--- src/rtl/delay_seq_gen.sv ---
// Antecedent/consequent pulse-pair generator: emits bursts of a_out -> b_out pairs
// with a fixed a-to-b distance, a programmable gap between pairs and an optional malformed last pair.
module delay_seq_gen #(
    parameter int DELAY = 2,
    parameter int CNT_W = 8
) (
    input  logic             clk,
    input  logic             rst,
    input  logic             start,
    input  logic [CNT_W-1:0] iter,
    input  logic [3:0]       gap,
    input  logic             inject_err,
    output logic             a_out,
    output logic             b_out,
    output logic             busy,
    output logic             done,
    output logic [CNT_W-1:0] pair_cnt
);

    typedef enum logic [2:0] {
        IDLE,
        A,
        WAIT,
        B,
        GAP
    } state_t;

    // Cycles spent in WAIT for a normal pair; A itself accounts for one of the DELAY cycles.
    localparam logic [3:0] WAIT_BASE = 4'(DELAY - 1);

    state_t           state_reg, state_next;
    logic [CNT_W-1:0] remain_reg, remain_next;
    logic [3:0]       gap_len_reg, gap_len_next;
    logic             err_reg, err_next;
    logic [3:0]       wait_cnt_reg, wait_cnt_next;
    logic [3:0]       gap_cnt_reg, gap_cnt_next;
    logic [CNT_W-1:0] pair_cnt_reg, pair_cnt_next;
    logic             a_out_reg, b_out_reg, busy_reg, done_reg;
    logic             done_next;
    logic [3:0]       wait_len;

    always_comb begin
        state_next    = state_reg;
        remain_next   = remain_reg;
        gap_len_next  = gap_len_reg;
        err_next      = err_reg;
        wait_cnt_next = wait_cnt_reg;
        gap_cnt_next  = gap_cnt_reg;
        pair_cnt_next = pair_cnt_reg;
        done_next     = 1'b0;
        // The malformed pair stretches its WAIT by a single cycle.
        wait_len      = WAIT_BASE + {3'b000, (err_reg && remain_reg == CNT_W'(1))};

        case (state_reg)
            IDLE: begin
                if (start) begin
                    gap_len_next  = gap;
                    err_next      = inject_err;
                    remain_next   = iter;
                    pair_cnt_next = '0;
                    if (iter != '0) begin
                        state_next = A;
                    end else begin
                        done_next = 1'b1;
                    end
                end
            end
            A: begin
                if (wait_len == 4'd0) begin
                    state_next    = B;
                    pair_cnt_next = pair_cnt_reg + CNT_W'(1);
                end else begin
                    state_next    = WAIT;
                    wait_cnt_next = wait_len - 4'd1;
                end
            end
            WAIT: begin
                if (wait_cnt_reg == 4'd0) begin
                    state_next    = B;
                    pair_cnt_next = pair_cnt_reg + CNT_W'(1);
                end else begin
                    wait_cnt_next = wait_cnt_reg - 4'd1;
                end
            end
            B: begin
                if (remain_reg == CNT_W'(1)) begin
                    state_next = IDLE;
                    done_next  = 1'b1;
                end else begin
                    remain_next = remain_reg - CNT_W'(1);
                    if (gap_len_reg == 4'd0) begin
                        state_next = A;
                    end else begin
                        state_next   = GAP;
                        gap_cnt_next = gap_len_reg - 4'd1;
                    end
                end
            end
            GAP: begin
                if (gap_cnt_reg == 4'd0) begin
                    state_next = A;
                end else begin
                    gap_cnt_next = gap_cnt_reg - 4'd1;
                end
            end
            default: state_next = IDLE;
        endcase
    end

    // Outputs are registered copies of the upcoming state so they align with it.
    always_ff @(posedge clk) begin
        if (rst) begin
            state_reg    <= IDLE;
            remain_reg   <= '0;
            gap_len_reg  <= 4'd0;
            err_reg      <= 1'b0;
            wait_cnt_reg <= 4'd0;
            gap_cnt_reg  <= 4'd0;
            pair_cnt_reg <= '0;
            a_out_reg    <= 1'b0;
            b_out_reg    <= 1'b0;
            busy_reg     <= 1'b0;
            done_reg     <= 1'b0;
        end else begin
            state_reg    <= state_next;
            remain_reg   <= remain_next;
            gap_len_reg  <= gap_len_next;
            err_reg      <= err_next;
            wait_cnt_reg <= wait_cnt_next;
            gap_cnt_reg  <= gap_cnt_next;
            pair_cnt_reg <= pair_cnt_next;
            a_out_reg    <= (state_next == A);
            b_out_reg    <= (state_next == B);
            busy_reg     <= (state_next != IDLE);
            done_reg     <= done_next;
        end
    end

    assign a_out    = a_out_reg;
    assign b_out    = b_out_reg;
    assign busy     = busy_reg;
    assign done     = done_reg;
    assign pair_cnt = pair_cnt_reg;

endmodule

--- config.mk ---
export PLATFORM = sky130hd
export DESIGN_NAME = delay_seq_gen
export DESIGN_NICKNAME = d
export VERILOG_FILES = /design/src/rtl/delay_seq_gen.sv
export SDC_FILE = /design/constraint.sdc
export NUM_CORES = 1
export LEC_CHECK = 0
export ABC_CLOCK_PERIOD_IN_PS = 4200
export CORE_MARGIN = 5
export CORE_UTILIZATION = 58
export CTS_CLUSTER_SIZE = 10
export DETAILED_ROUTE_END_ITERATION = 10
export PLACE_DENSITY = 0.91
export SLEW_MARGIN = 20
export SYNTH_ARGS = -nofsm -noshare
export SYNTH_HDL_FRONTEND = slang
export SYNTH_SLANG_ARGS = --single-unit
--- constraint.sdc ---
create_clock -name clk -period 4.2 [get_ports clk]
set_clock_uncertainty 0.15 [all_clocks]
set_input_delay 0.42 -clock clk [delete_from_list [all_inputs] [get_ports clk]]
set_output_delay 0.42 -clock clk [all_outputs]
set_load 0.02 [all_outputs]
==> PnR_summary.wiki <==
{| class="wikitable"
! Metric !! Value
|-
| Result of the run || finished, final reports clean
|-
| Mapped cell area || 1989 sq um
|-
| Vertical die dimension || 68.57 microns
|-
| Chip width || 68.57 microns
|-
| P_leak || 0.0008208 uW
|-
| Setup repair after global routing missed its margin || false
|-
| Top delay family on crit path || compound AO/OA/AOI/OAI gates
|-
| Depth of the most critical reg-to-reg path || 4
|-
| Weighted congestion reported at the end of routability-driven placement || 0.8911
|-
| Slew at the pin closest to its max-slew limit || 0.8232 ns
|-
| # H-tree levels || 2
|-
| Placement-stage worst setup slack || 1.627 ns
|-
| Routed wire length per instance || 14.48 microns
|-
| Number of nets at the end of the flow || 286
|-
| Worst reg2reg path startpoint || state_reg[1]$_SDFF_PP0_
|-
| Worst Min Path Start || err_reg$_SDFFE_PP0P_
|-
| First-pass iteration count of the detailed router || 4
|-
| Total core area || 3337 sq um
|-
| Cts hold-fix bufs || 0
|-
| Count of port buffers added during placement || 27
|-
| Levels on crit path || 4
|-
| Congestion Overflow GR || 0
|-
| Setup total negative slack || 0 ns
|-
| Crit Path Max Fanout || 17
|-
| Min-delay worst type || reg2reg
|-
| Final Critical Period || 2.471 ns
|-
| Combined buffer and inverter count along the critical path || 0
|-
| Clock transition time at the flip-flop clock pins of the worst setup and hold paths || 0.12 ns
|-
| Area of the die || 4701 sq um
|-
| Worst-case clock buffer depth || 2
|-
| Source-to-sink clock delay at the later pin of the worst-skew pair || 0.34 ns
|-
| Pins Over Slew Limit || 0
|-
| Total power draw || 846.7 uW
|-
| Layout overhead on the synthesized area || 18.55%
|-
| Count of boundary I/O pins || 28
|-
| Initial antenna violation count || 0
|-
| Total Routing Usage GR || 20.89%
|-
| Drc violations || 0
|-
| Max-Slew Margin vs Limit || 45.12%
|-
| Clock tree sinks || 36
|-
| Critical Path Sink Type || flip-flop
|-
| Count of nets left with antenna violations after detail routing || 0
|-
| Worst IR Drop VDD || 0.0002519 V
|-
| Worst path required time || 4.29 ns
|-
| Proportion of synthesized chip area in sequential cells || 36.23%
|-
| Most common library cell in the layout ignoring fill and taps || dfxtp_1
|-
| Starting utilization of the core area || 59.62%
|-
| Number of enable flip-flop cells after synthesis || 0
|-
| Pin count of the biggest net entering global routing || 34
|-
| Vias per inst || 6.077
|-
| Post-cts repair resize count || 0
|-
| Final critical-path setup slack || 1.729 ns
|-
| Footprint of the multi-input gates || 1185 sq um
|-
| Hold Crit Endpoint || err_reg$_SDFFE_PP0P_
|-
| Number of vias in the routed layout || 1890
|-
| Power per cell area || 359.0 nW/um^2
|-
| Synthesized flop and latch total || 36
|-
| Slowest cell on the critical path || a21oi_1
|-
| Distinct cell type count of the synthesized netlist || 54
|-
| CTS root buf || clkbuf_4
|-
| Share of synthesized registers carrying an async set or reset || 0%
|-
| R2r setup slk || 1.73 ns
|-
| Critical Path Start Type || flip-flop
|-
| Number of buffers inserted by post-CTS setup repair || 0
|-
| Clock tree from TritonCTS || built
|-
| Yosys Warn Count || 0
|-
| Biggest cell delay along the critical path || 0.65 ns
|-
| Setup violations, final || 0
|-
| Via count of the first global-routing pass || 1742
|-
| Antenna cells || 0
|-
| Fmax achieved || 404.7 MHz
|-
| Top library cells by usage in the layout, fill and taps aside || dfxtp_1 (36), clkdlybuf4s50_1 (27), a21oi_1 (25), nand2_1 (22), nor2_1 (16)
|-
| Primary FF master, synth || dfxtp_1
|-
| Final hold viol count || 0
|-
| Initial drt markers || 194
|-
| FILL cells || 285
|-
| Cells after synthesis || 240
|-
| Worst hold path depth || 2
|-
| Post-synthesis net count || 262
|-
| Period utilization || 58.83%
|-
| Fraction of final layout cells with drive strength greater than 1 || 9.811%
|-
| Endpoint of the worst-slack reg-to-reg timing path || a_out$_SDFF_PP0_
|-
| CTS buffer count || 5
|-
| Cells along the critical path || nand3b_1, a21oi_1, a2111oi_2, nor4b_1
|-
| Crit path kind || reg2reg
|-
| Max capacitance violation total || 0
|-
| Detailed-route wire length || 4.504 mm
|-
| Wire length of the first global-routing pass || 7.576 mm
|-
| Std-Cell Rows || 21
|-
| Per-instance average area after synthesis || 8.289 sq um
|-
| Sequential Area || 720.7 sq um
|-
| Arrival time at the worst endpoint || 2.56 ns
|-
| DP HPWL || 3.246 mm
|}
[report_power, final]
| part | internal, uW | switching (uW) | total [uW] |
|---|---|---|---|
| logic | 91.4 | 114 | 206 |
| registers | 367 | 31.8 | 399 |
| clock network | 125 | 118 | 242 |
[cells in the mapped netlist, types with 3 or more instances]
| cell type | instances | area, sq um |
|---|---|---|
| or2_2 | 4 | 25.02 |
| buf_2 | 4 | 20.02 |
| nor4_1 | 6 | 37.54 |
| nand2b_1 | 3 | 18.77 |
| a211oi_1 | 5 | 37.54 |
| nor3b_1 | 3 | 22.52 |
| dfxtp_1 | 36 | 720.7 |
| a21oi_1 | 25 | 125.1 |
| or3_1 | 6 | 37.54 |
| or3b_2 | 3 | 26.28 |
| clkbuf_1 | 7 | 26.28 |
| o22ai_1 | 4 | 25.02 |
| a31oi_1 | 4 | 25.02 |
| nor2_1 | 16 | 60.06 |
| nand2_1 | 22 | 82.58 |
| inv_1 | 9 | 33.78 |
| nor3_1 | 7 | 35.03 |
| o21ai_0 | 12 | 60.06 |
| nand3_1 | 7 | 35.03 |
| mux2i_1 | 4 | 40.04 |
| a21o_1 | 3 | 22.52 |
| ha_1 | 6 | 75.07 |
| nand4b_1 | 3 | 26.28 |
| a221oi_1 | 4 | 35.03 |
| or4_1 | 3 | 22.52 |
[how the worst max path moves through the flow]
stage | start | endpoint | slack (ns)
floorplan | state_reg[2]$_SDFF_PP0_ | gap_cnt_reg[2]$_SDFFE_PP0P_ | 2.21
global placement | start | pair_cnt[7]$_SDFFE_PP0P_ | 1.64
detailed placement | start | pair_cnt[7]$_SDFFE_PP0P_ | 1.63
CTS | state_reg[1]$_SDFF_PP0_ | a_out$_SDFF_PP0_ | 1.74
global route | state_reg[1]$_SDFF_PP0_ | a_out$_SDFF_PP0_ | 1.41
finish | state_reg[1]$_SDFF_PP0_ | a_out$_SDFF_PP0_ | 1.73
[cells by family (layout without fill, tap and decap cells)]
kind of cell    count (synthesis)  after routing  synth area share (%)
fa+ha+maj                       6              6                 3.773
buf+inv                        21             46                 4.214
flops                          36             36                 36.23
mux                             5              5                 2.579
compound gates                 73             73                 24.03
simple gates                   99             99                 29.18
[through the flow]
step / util [%] / hold slack (ns) / cell area [sq um] / instances
floorplan: - / 0.2865 / 1989 / 240
global placement: 68.39 / 0.2978 / 2282 / 303
detailed placement: 68.39 / 0.3072 / 2282 / 303
CTS: 70.68 / 0.3253 / 2359 / 311
global route: 70.68 / 0.3749 / 2359 / 311
finish: 70.68 / 0.3191 / 2359 / 311
[layer usage]
metal	wire, microns	up-vias	part of all wire (%)	global-route usage, %
li1	-	955	-	-
met1	1965	856	44	26.41
met3	339	9	7.5	4.376
met2	2137	70	47	36.35
met5	0	-	0	0
met4	62	0	1.4	4.467
[worst reg2reg max path: stages (launching register included)]
cell and delay, ns:
dfxtp_1 0.60, nand3b_1 0.52, a21oi_1 0.65, a2111oi_2 0.20
nor4b_1 0.25
[area by class of cell]
cell class                      count  share of cell area [%]
Timing Repair Buffer               29                   12.10
Inverter                            9                   1.432
Clock buffer                        6                   1.751
Sequential cell                    36                   30.56
Multi-Input combinational cell    183                   50.24
Tap cell                           46                   2.440
Clock inverter                      2                   1.485
Note: power is estimated with default switching activity, not from simulation.
